File: src/rtl/dead_time_pkg.sv
// rtl/dead_time_pkg.sv - shared leg state/command encodings and dead-time defaults
package dead_time_pkg;

  typedef enum logic [1:0] {
    ST_OFF = 2'd0,
    ST_HI  = 2'd1,
    ST_LO  = 2'd2,
    ST_DT  = 2'd3
  } leg_state_t;

  typedef enum logic [1:0] {
    CMD_OFF = 2'd0,
    CMD_HI  = 2'd1,
    CMD_LO  = 2'd2,
    CMD_INV = 2'd3
  } leg_cmd_t;

  localparam int DT_MIN_DEFAULT = 2;

  function automatic leg_cmd_t decode_cmd(input logic hi, input logic lo);
    case ({hi, lo})
      2'b10:   return CMD_HI;
      2'b01:   return CMD_LO;
      2'b11:   return CMD_INV;
      default: return CMD_OFF;
    endcase
  endfunction

endpackage

File: src/rtl/dead_time_leg.sv
// rtl/dead_time_leg.sv - one bridge leg: command decode, dead-time FSM, counter, gate registers
module dead_time_leg
  import dead_time_pkg::*;
#(
  parameter int CNT_W  = 8,
  parameter int DT_MIN = DT_MIN_DEFAULT
) (
  input  logic             clock,
  input  logic             rst_n,
  input  logic             force_off,
  input  logic             hi_cmd,
  input  logic             lo_cmd,
  input  logic [CNT_W-1:0] deadtime,
  output logic             hi_gate,
  output logic             lo_gate,
  output logic             busy
);

  localparam logic [CNT_W-1:0] DT_MIN_C = CNT_W'(DT_MIN);
  localparam logic [CNT_W-1:0] ONE_C    = CNT_W'(1);

  leg_state_t       state;
  leg_cmd_t         cmd;
  logic [CNT_W-1:0] cnt;
  logic [CNT_W-1:0] load_val;

  assign cmd      = decode_cmd(hi_cmd, lo_cmd);
  assign load_val = (deadtime < DT_MIN_C) ? DT_MIN_C : deadtime;

  // Gates are only ever raised on the DT expiry edge, so no path can skip the dead time.
  always_ff @(posedge clock or negedge rst_n) begin
    if (!rst_n) begin
      state   <= ST_OFF;
      cnt     <= '0;
      hi_gate <= 1'b0;
      lo_gate <= 1'b0;
      busy    <= 1'b0;
    end else if (force_off) begin
      state   <= ST_OFF;
      cnt     <= '0;
      hi_gate <= 1'b0;
      lo_gate <= 1'b0;
      busy    <= 1'b0;
    end else begin
      case (state)
        ST_OFF: if (cmd == CMD_HI || cmd == CMD_LO) begin
          state <= ST_DT;
          cnt   <= load_val;
          busy  <= 1'b1;
        end
        ST_HI: if (cmd != CMD_HI) begin
          state   <= ST_DT;
          cnt     <= load_val;
          hi_gate <= 1'b0;
          busy    <= 1'b1;
        end
        ST_LO: if (cmd != CMD_LO) begin
          state   <= ST_DT;
          cnt     <= load_val;
          lo_gate <= 1'b0;
          busy    <= 1'b1;
        end
        ST_DT: if (cnt == ONE_C) begin
          busy <= 1'b0;
          cnt  <= '0;
          if (cmd == CMD_HI) begin
            state   <= ST_HI;
            hi_gate <= 1'b1;
          end else if (cmd == CMD_LO) begin
            state   <= ST_LO;
            lo_gate <= 1'b1;
          end else begin
            state <= ST_OFF;
          end
        end else begin
          cnt <= cnt - ONE_C;
        end
        default: state <= ST_OFF;
      endcase
    end
  end

endmodule

File: src/rtl/dead_time_gen.sv
// rtl/dead_time_gen.sv - full-bridge dead-time generator (two legs)
// Optional sticky invalid-command fault: DEAD_TIME_FAULT_EN
module dead_time_gen
  import dead_time_pkg::*;
#(
  parameter int CNT_W  = 8,
  parameter int DT_MIN = DT_MIN_DEFAULT
) (
  input  logic             i_clock,
  input  logic             i_RESET,
  input  logic             i_enable,
  input  logic [3:0]       i_MOSFET,
  input  logic [CNT_W-1:0] i_deadtime,
  output logic [3:0]       o_MOSFET,
  output logic [1:0]       o_busy,
  output logic             o_fault
);

  logic force_off;

`ifdef DEAD_TIME_FAULT_EN
  logic fault;
  logic inv_seen;

  assign inv_seen = i_enable & ((i_MOSFET[0] & i_MOSFET[2]) | (i_MOSFET[1] & i_MOSFET[3]));

  always_ff @(posedge i_clock or negedge i_RESET) begin
    if (!i_RESET) fault <= 1'b0;
    else          fault <= fault | inv_seen;
  end

  // Including inv_seen drops the legs on the same edge the fault is latched.
  assign force_off = ~i_enable | fault | inv_seen;
  assign o_fault   = fault;
`else
  assign force_off = ~i_enable;
  assign o_fault   = 1'b0;
`endif

  dead_time_leg #(.CNT_W(CNT_W), .DT_MIN(DT_MIN)) u_leg_a (
    .clock     (i_clock),
    .rst_n     (i_RESET),
    .force_off (force_off),
    .hi_cmd    (i_MOSFET[0]),
    .lo_cmd    (i_MOSFET[2]),
    .deadtime  (i_deadtime),
    .hi_gate   (o_MOSFET[0]),
    .lo_gate   (o_MOSFET[2]),
    .busy      (o_busy[0])
  );

  dead_time_leg #(.CNT_W(CNT_W), .DT_MIN(DT_MIN)) u_leg_b (
    .clock     (i_clock),
    .rst_n     (i_RESET),
    .force_off (force_off),
    .hi_cmd    (i_MOSFET[1]),
    .lo_cmd    (i_MOSFET[3]),
    .deadtime  (i_deadtime),
    .hi_gate   (o_MOSFET[1]),
    .lo_gate   (o_MOSFET[3]),
    .busy      (o_busy[1])
  );

endmodule

File: config.mk
export PLATFORM = sky130hd
export DESIGN_NAME = dead_time_gen
export DESIGN_NICKNAME = d
export VERILOG_FILES = /design/src/rtl/dead_time_pkg.sv /design/src/rtl/dead_time_leg.sv /design/src/rtl/dead_time_gen.sv
export SDC_FILE = /design/constraint.sdc
export NUM_CORES = 1
export LEC_CHECK = 0
export ABC_AREA = 1
export CELL_PAD_IN_SITES_DETAIL_PLACEMENT = 1
export CELL_PAD_IN_SITES_GLOBAL_PLACEMENT = 1
export CORE_MARGIN = 3
export CORE_UTILIZATION = 44
export CTS_BUF_LIST = sky130_fd_sc_hd__clkbuf_16
export DETAILED_ROUTE_END_ITERATION = 7
export PLACE_DENSITY = 0.95
export REMOVE_ABC_BUFFERS = 1
export SYNTH_ARGS = -nofsm -noshare
export SYNTH_HDL_FRONTEND = slang
export SYNTH_SLANG_ARGS = --single-unit
File: constraint.sdc
create_clock -name i_clock -period 2.4 [get_ports i_clock]
set_clock_uncertainty 0.15 [all_clocks]
set_input_delay 0.36 -clock i_clock [delete_from_list [all_inputs] [get_ports i_clock]]
set_output_delay 0.36 -clock i_clock [all_outputs]
set_load 0.05 [all_outputs]
==> impl_metrics.ini, run 1 <==
[cts]
cts_buffers = 3
clkTransAtPathRegs_ps = 70
root_buffer = clkbuf_16
ctsHoldBuffers = 0
cts_buffer_depth = 2
htreeDepth = 1
cts_setup_buffers = 0
insertion_delay_ps = 270
cts_tree = done
cts_resized = 0
cts.sinks = 26

[setup_path]
worstPathArrival_ps = 2020
crit_fanout = 13
r2r_start = u_leg_b.state[1]$_DFFE_PN0P_
slowest_stage = clkdlybuf4s50_1
r2r-end = u_leg_b.cnt[4]$_DFFE_PN0P_
reg2regPathDepth = 6
worstPathCellList = clkdlybuf4s50_1 -> nand4_1 -> nand2_2 -> inv_1 -> nand3_1 -> o211ai_1
cp.required_ps = 2390
worst_setup_path_start_kind = primary input
critPathKind = in2reg
rrSetupSlack_ps = 690
crit_path_end_kind = flop
slowest_delay_ps = 710

[sta]
fin_crit_sh = 0.8473
min_period_ps = 2033
slew_viol_final = 0
max_freq_mhz = 491.8
setup_violations = 0
tightest_slew_ps = 496.3
rsz0062_at_grt = no
finalHoldViolCount = 0
tns_ps = 0
slew_headroom = 0.6681

[layout]
nets = 318
syn_to_final_growth_pct = 14.02
drive_gt1_frac = 0.09556
antennaDiodeCount = 0
fin_area_um2 = 2228
nFillCells = 548

[pwr]
p_leak_nw = 1.106
p_per_area_nw_per_um2 = 963.4
ir_worst_vdd_mv = 0.3867
total_power_mw = 2.147

[synth]
async_flop_share = 1.000
synth_warnings = 0
synth.distinct_cells = 27
synth_top_area_cell = dfrtp_1
syn-instance-count = 277
ys_ff_latch = 26
ys_dominant_reg_cell = dfrtp_1
synth.avg_cell_area_um2 = 7.056
synth_commonest_cells = nand2_1, nor2_1, inv_1, dfrtp_1, nand3_1
syn_area_um2 = 1954
seq_area_frac_synth = 0.3329
synth_most_common_cell = nand2_1
yosys-top-cells-area = dfrtp_1, nand2_1, nor2_1
synth_top_area_share = 0.3329
synth_edf_count = 0

[placed_design]
hpwl_mm = 3.717
gp_congestion = 0.8756
io_buffers = 20
placed_area_um2 = 2150

[routing]
drt_iter0_drc = 87
routed_via_density = 5.195
postRouteAntennaNets = 0
drt_pass1_iterations = 4
vias = 1782
drc = 0
drt-total-wl_mm = 4.946
wl_per_cell_um = 14.42

[floorplan]
core-area_um2 = 4144
initial_core_util = 0.4716
die_area_um2 = 5277
chipWidth_um = 72.65
chipHeight_um = 72.65
pin_count = 22
rows = 23

[min_path]
hold_path_class = in2async

[outcome]
run_status = finished clean

[grt]
antenna_found_initial = 0
grt_max_degree = 27
globalRouteOverflowTotal = 0
grt_pass1_wl_mm = 8.597
grt_pass1_vias = 1908
grt.total_usage = 0.2063

[flow_run]
drv_cap = 0
[flip-flops by register name, summed over array words and instances, names as in the netlist]
register,count
u_leg_b.state,2
u_leg_a.cnt,8
u_leg_a.busy,1
u_leg_a.hi_gate,1
u_leg_b.hi_gate,1
u_leg_a.lo_gate,1
u_leg_b.lo_gate,1
u_leg_a.state,2
u_leg_b.cnt,8
u_leg_b.busy,1
[report_power, final]
group / internal (mW) / leakage (nW) / switching [mW] / total (mW)
logic: 0.350 / 0.737 / 0.660 / 1.01
registers: 0.579 / 0.330 / 0.162 / 0.741
clock network: 0.224 / 0.0385 / 0.172 / 0.396
total: 1.15 / 1.11 / 0.993 / 2.15
[area by class of cell]
cell class,count,area (µm²),share of cell area
clock inverter,1,3.754,0.001684
sequential,26,650.6,0.2920
multi-input combinational,202,1074,0.4818
timing repair buffer,21,207.7,0.09321
clock buffer,3,75.07,0.03369
inverter,40,155.1,0.06962
tap,50,62.56,0.02807
[layer usage]
metal  share of wire  wire (µm)  track usage
met5               0          0            0
met4           0.024        118      0.08402
met3           0.038        190      0.03030
met2            0.46       2283       0.3557
met1            0.48       2353       0.2569
[cell usage in the layout, fill, tap and decap left out, drive strengths merged]
master,synthesis,layout
nand3,24,24
buf,9,1
nor3,2,2
conb,1,1
xnor2,2,2
ha,9,9
o21ai,15,15
o211ai,4,4
a21oi,19,19
nor2,56,56
xor2,3,3
nand2,63,63
clkbuf,0,3
dfrtp,26,26
clkinv,1,2
nand4,4,4
inv,39,39
clkdlybuf4s50,0,20
[worst max-delay path, delay by kind of cell]
| family | cells | cell delay [ps] |
|---|---|---|
| buf+inv | 2 | 880 |
| simple gates | 3 | 690 |
| compound gates | 1 | 80 |
[cell families (layout without fill, tap and decap cells)]
group / Yosys count / count (layout) / share of synthesized area
AOI/OAI and AO/OA: 38 / 38 / 0.1082
xor gates and xnor gates: 5 / 5 / 0.02241
adders and majority gates: 9 / 9 / 0.05762
buffers and inverters: 49 / 65 / 0.1178
DFF: 26 / 26 / 0.3329
other: 1 / 1 / 0.001919
and+or+nand+nor: 149 / 149 / 0.3592
[per-stage QoR]
step / setup WS (ps) / instances / hold slack, ps / utilization
detailed placement: 100.2 / 339 / 315.9 / 0.5187
CTS: 390.6 / 343 / 330.8 / 0.5377
finish: 366.5 / 343 / 312.3 / 0.5377
global placement: 220.0 / 339 / 311.3 / 0.5187
global route: 251.3 / 343 / 340.9 / 0.5377
floorplan: 885.4 / 268 / -85.59 / -
[worst max path at each step]
stage	cells past startpoint	start	to	slack [ps]
2_1_floorplan	9	i_MOSFET[1]	u_leg_b.cnt[4]$_DFFE_PN0P_	890
3_3_place_gp	6	i_enable	u_leg_b.cnt[4]$_DFFE_PN0P_	220
3_5_place_dp	6	i_enable	u_leg_b.cnt[4]$_DFFE_PN0P_	100
4_1_cts	6	i_enable	u_leg_b.cnt[4]$_DFFE_PN0P_	390
5_1_grt	6	i_enable	u_leg_b.cnt[4]$_DFFE_PN0P_	250
6_report	6	i_enable	u_leg_b.cnt[4]$_DFFE_PN0P_	370
Power figures use the tool's default switching activity.
==> run 2: changes to the inputs <==
--- a/config.mk
+++ b/config.mk
@@ -9,10 +9,10 @@
 export CELL_PAD_IN_SITES_DETAIL_PLACEMENT = 1
 export CELL_PAD_IN_SITES_GLOBAL_PLACEMENT = 1
 export CORE_MARGIN = 3
-export CORE_UTILIZATION = 44
+export CORE_UTILIZATION = 41
 export CTS_BUF_LIST = sky130_fd_sc_hd__clkbuf_16
 export DETAILED_ROUTE_END_ITERATION = 7
-export PLACE_DENSITY = 0.95
+export PLACE_DENSITY = 0.91
 export REMOVE_ABC_BUFFERS = 1
 export SYNTH_ARGS = -nofsm -noshare
 export SYNTH_HDL_FRONTEND = slang
==> constraint.sdc (replaced) <==
create_clock -name i_clock -period 1.92 [get_ports i_clock]
set_clock_uncertainty 0.15 [all_clocks]
set_input_delay 0.288 -clock i_clock [delete_from_list [all_inputs] [get_ports i_clock]]
set_output_delay 0.288 -clock i_clock [all_outputs]
set_load 0.05 [all_outputs]
==> run 2 against run 1 <==
  * Sequential power up 26%
  * Count of clock-buffer cells in the layout unchanged
  * Register-to-register slack worse by 410 ps
  * Largest power group unchanged
==> impl_metrics.ini, run 2 (same netlist as run 1, synthesis figures left out) <==
[setup_path]
worstPathArrival_ps = 1850
reg2regPathDepth = 8
cp.required_ps = 1970
crit_top_cell = nand2_1
critPathTopFamily = buffers and inverters
slowest_stage = clkdlybuf4s50_1
r2r-end = u_leg_a.cnt[0]$_DFFE_PN0P_
crit_fanout = 6
critPathKind = in2reg
rrSetupSlack_ps = 280
cp_num_buf_inv = 3
crit_path_end_kind = flop
worst_setup_path_start_kind = primary input
worstPathCellList = clkdlybuf4s50_1 -> inv_1 -> ha_1 -> nand2_1 -> nand2_1 -> nand2_2 -> nand2_2 -> buf_4 -> nor2_1 -> nand3_1 -> nand2_1
r2r_start = u_leg_a.cnt[2]$_DFFE_PN0P_
slowest_delay_ps = 470

[grt]
grt_max_degree = 27
grt_pass1_wl_mm = 8.707
antenna_found_initial = 0
globalRouteOverflowTotal = 0
grt_pass1_vias = 1970
grt.total_usage = 0.2004

[pwr]
p_per_area_nw_per_um2 = 1170
ir_worst_vdd_mv = 0.5124
p_switching_mw = 1.255
p_clk_frac = 0.172
power_frac_comb = 0.486
p_leak_nw = 1.192
pwr-share-seq = 0.342
power.internal_mw = 1.486
total_power_mw = 2.741
p_sw_frac = 0.4578

[routing]
wl_per_cell_um = 14.66
drt-total-wl_mm = 5.248
routed_via_density = 5.229
vias = 1872
postRouteAntennaNets = 0
drt_iter0_drc = 76
drc = 0
drt_pass1_iterations = 4

[layout]
stdcell_count = 358
syn_to_final_growth_pct = 19.85
final_common_cell = nand2_1
final_core_utilization = 0.5235
nets = 332
fin_area_um2 = 2342
final_cell_mix = nand2_1, nor2_1, inv_1, dfrtp_1, nand3_1
antennaDiodeCount = 0
reg_top3 = u_leg_a.cnt (8), u_leg_b.cnt (8)
drive_gt1_frac = 0.1601

[floorplan]
rows = 24
pin_count = 22
chipWidth_um = 75.04
die_area_um2 = 5631
chipHeight_um = 75.04
core-area_um2 = 4474
initial_core_util = 0.4368

[cts]
cts_buffers = 3
cts.sinks = 26
htreeDepth = 1
cts_buffer_depth = 2
insertion_delay_ps = 260
root_buffer = clkbuf_16
ctsHoldBuffers = 0
cts_setup_buffers = 0
clkTransAtPathRegs_ps = 70
cts_resized = 0
cts_tree = done

[outcome]
run_status = finished clean

[placed_design]
gp_congestion = 0.8201
dp.cells = 355
io_buffers = 20
placed_area_um2 = 2267
hpwl_mm = 3.985
pre_cts_ws_ps = -160.8

[sta]
finalHoldViolCount = 0
fin_crit_sh = 0.9359
slew_viol_final = 0
whs_ps = 241.7
min_period_ps = 1797
max_freq_mhz = 556.5
setup_ws_ps = 123.1
tns_ps = 0
setup_violations = 0
rsz0062_at_grt = no

[min_path]
hold_path_class = in2async

[flow_run]
drv_cap = 0
run 2: changes by cell type in the layout (fill, tap and decap cells not counted), sizes merged:
cell / delta
clkdlybuf4s50: -6
buf: +20
clkinv: -1
run 2: per-layer routing:
| metal | track usage | wire length (µm) | part of all wire |
|---|---|---|---|
| met1 | 0.2441 | 2381 | 0.45 |
| met2 | 0.3588 | 2646 | 0.50 |
| met3 | 0.02937 | 134 | 0.026 |
| met4 | 0.06719 | 85 | 0.016 |
| met5 | 0 | 0 | 0 |
run 2: layout make-up:
| type | instances | area [µm²] |
|---|---|---|
| timing repair buffer | 35 | 322.8 |
| fill | 573 | 2132 |
| multi-input combinational | 202 | 1074 |
| tap | 52 | 65.06 |
| sequential | 26 | 650.6 |
| inverter | 40 | 155.1 |
| clock buffer | 3 | 75.07 |
run 2: power by group through the flow:
stage | sequential, mW | clock (mW) | combinational, mW
4_1_cts | 0.934 | 0.478 | 1.35
5_1_grt | 0.962 | 0.506 | 1.48
3_5_place_dp | 0.938 | 0 | 1.31
6_report | 0.936 | 0.472 | 1.33
3_3_place_gp | 0.927 | 0 | 1.25
2_1_floorplan | 0.997 | 0 | 0.817
run 2: worst max-delay path by stage:
stage                     start  cells after the start                          to
floorplan           i_MOSFET[1]                      9  u_leg_b.cnt[4]$_DFFE_PN0P_
global placement    i_MOSFET[1]                     10  u_leg_b.cnt[2]$_DFFE_PN0P_
detailed placement  i_MOSFET[1]                     11  u_leg_b.cnt[0]$_DFFE_PN0P_
CTS                 i_MOSFET[1]                     11  u_leg_b.cnt[0]$_DFFE_PN0P_
global route        i_MOSFET[1]                     10  u_leg_b.cnt[6]$_DFFE_PN0P_
finish              i_MOSFET[1]                     11  u_leg_b.cnt[0]$_DFFE_PN0P_
==> run 3: changes to the inputs <==
--- a/config.mk
+++ b/config.mk
@@ -6,11 +6,11 @@
 export NUM_CORES = 1
 export LEC_CHECK = 0
 export ABC_AREA = 1
+export ABC_CLOCK_PERIOD_IN_PS = 1920
 export CELL_PAD_IN_SITES_DETAIL_PLACEMENT = 1
 export CELL_PAD_IN_SITES_GLOBAL_PLACEMENT = 1
 export CORE_MARGIN = 3
 export CORE_UTILIZATION = 41
-export CTS_BUF_LIST = sky130_fd_sc_hd__clkbuf_16
 export DETAILED_ROUTE_END_ITERATION = 7
 export PLACE_DENSITY = 0.91
 export REMOVE_ABC_BUFFERS = 1
==> run 3 against run 2 <==
  * Fmax rose by 1.5%
  * First-iteration DRC count rose by 9.2%
  * Register-to-register slack improved by 20 ps
  * Wire length fell by 5.4%
  * Clock power fell by 33%
  * Critical path type unchanged
  * Via count fell by 1.7%
  * Non-clock buffer count did not move
  * Critical path depth did not move
  * Combinational power barely moved
  * Sequential cell count did not move
  * Total power fell by 6.7%
==> impl_metrics.ini, run 3 (same netlist as run 1, synthesis figures left out) <==
[outcome]
run_status = finished clean

[cts]
htreeDepth = 1
cts_buffers = 3
cts_resized = 0
cts.sinks = 26
clkTransAtPathRegs_ps = 90
root_buffer = clkbuf_8
cts_setup_buffers = 0
insertion_delay_ps = 270
cts_buffer_depth = 2
ctsHoldBuffers = 0
cts_tree = done

[setup_path]
slowest_stage = clkdlybuf4s50_1
endpoint = u_leg_b.cnt[0]$_DFFE_PN0P_
critPathTopFamily = buffers and inverters
cp.required_ps = 1980
r2r_start = u_leg_a.cnt[1]$_DFFE_PN0P_
worstPathArrival_ps = 1840
crit_path_end_kind = flop
crit_fanout = 6
cp_num_cells = 11
worst_setup_path_start_kind = primary input
cp_num_buf_inv = 3
rrSetupSlack_ps = 300
r2r-end = u_leg_a.state[1]$_DFFE_PN0P_
critPathKind = in2reg
setup.worst_path.start = i_MOSFET[1]
worstPathCellList = clkdlybuf4s50_1 -> inv_1 -> ha_1 -> nand2_1 -> nand2_1 -> nand2_2 -> nand2_2 -> buf_4 -> nor2_1 -> nand3_1 -> nand2_1
slowest_delay_ps = 470
crit_top_cell = nand2_1
reg2regPathDepth = 7

[floorplan]
chipHeight_um = 75.04
die_area_um2 = 5631
core-area_um2 = 4474
chipWidth_um = 75.04
pin_count = 22
initial_core_util = 0.4368
rows = 24

[min_path]
hold_path_class = in2async

[placed_design]
dp.cells = 355
hpwl_mm = 3.985
gp_congestion = 0.8201
io_buffers = 20

[routing]
vias = 1841
drt_iter0_drc = 83
drc = 0
drt_pass1_iterations = 4
wl_per_cell_um = 13.86
drt-total-wl_mm = 4.963
wl_met1_mm = 2.316
postRouteAntennaNets = 0
routed_via_density = 5.142
wl_met2_mm = 2.468
routed-wl-met3_um = 133
route.top_layer_used = met4

[layout]
drive_gt1_frac = 0.1569
stdcell_count = 358
nFillCells = 585
seq_area_um2 = 650.6
multiInputGateArea_um2 = 1074
nets = 332
reg_top3 = u_leg_a.cnt (8), u_leg_b.cnt (8)
syn_to_final_growth_pct = 18.12
final_common_cell = nand2_1
final_cell_mix = nand2_1, nor2_1, inv_1, dfrtp_1, nand3_1
antennaDiodeCount = 0

[sta]
max_freq_mhz = 564.7
tns_ps = 0
fin_crit_sh = 0.9223
min_period_ps = 1771
setup_violations = 0
finalHoldViolCount = 0
slew_viol_final = 0
rsz0062_at_grt = no

[grt]
grt.total_usage = 0.1866
grt_max_degree = 27
antenna_found_initial = 0
grt_pass1_wl_mm = 8.176
grt_pass1_vias = 1901
globalRouteOverflowTotal = 0

[pwr]
pwr-share-seq = 0.366
p_per_area_nw_per_um2 = 1108
p_leak_nw = 1.176
p_clk_frac = 0.124
power_frac_comb = 0.510
p_switching_mw = 1.210
total_power_mw = 2.559
power.internal_mw = 1.348
p_sw_frac = 0.4731
ir_worst_vdd_mv = 0.5123

[flow_run]
drv_cap = 0
run 3: changes by cell type in the layout (fill, tap and decap cells not counted):
cell       change
inv_2          -1
clkbuf_8       +3
inv_1          +1
clkbuf_16      -3
run 3: power by group through the flow:
stage               Clock (mW)  Sequential (mW)  Combinational (mW)
finish                   0.316            0.936                1.31
global route             0.347            0.961                1.46
CTS                      0.329            0.933                1.32
detailed placement           0            0.938                1.31
global placement             0            0.927                1.25
floorplan                    0            0.997               0.817
run 3: layer usage:
metal,GRT usage,vias to the layer above
met4,0.05534,0
met3,0.02403,7
li1,-,932
met5,0,-
met1,0.2336,873
met2,0.3327,29
run 3: cell type report:
cell class | count | share of cell area
clock buffer | 3 | 0.01789
tap | 52 | 0.02818
sequential | 26 | 0.2818
timing repair buffer | 35 | 0.1398
inverter | 40 | 0.06721
multi-input combinational | 202 | 0.4650
run 3: worst min path at each step:
stage                                           start                           to  slack (ps)  cells past startpoint
after floorplan                               i_RESET     u_leg_a.busy$_DFFE_PN0P_        -160                      0
after global placement    u_leg_a.lo_gate$_DFFE_PN0P_  u_leg_a.lo_gate$_DFFE_PN0P_         310                      2
after detailed placement  u_leg_a.lo_gate$_DFFE_PN0P_  u_leg_a.lo_gate$_DFFE_PN0P_         320                      2
after CTS                                     i_RESET   u_leg_a.cnt[5]$_DFFE_PN0P_         240                      2
after global routing                          i_RESET   u_leg_a.cnt[5]$_DFFE_PN0P_         260                      2
final                                         i_RESET   u_leg_a.cnt[5]$_DFFE_PN0P_         230                      2
run 3: stage by stage:
| step | hold WS [ps] | area, µm² | setup WS [ps] | util |
|---|---|---|---|---|
| global route | 260.9 | 2308 | 3.904 | 0.5159 |
| detailed placement | 317.7 | 2267 | -160.8 | 0.5067 |
| finish | 225.4 | 2308 | 149.2 | 0.5159 |
| floorplan | -157.6 | 1879 | 477.4 | - |
| global placement | 309.2 | 2267 | -66.06 | 0.5067 |
| CTS | 239.2 | 2308 | 127.5 | 0.5159 |
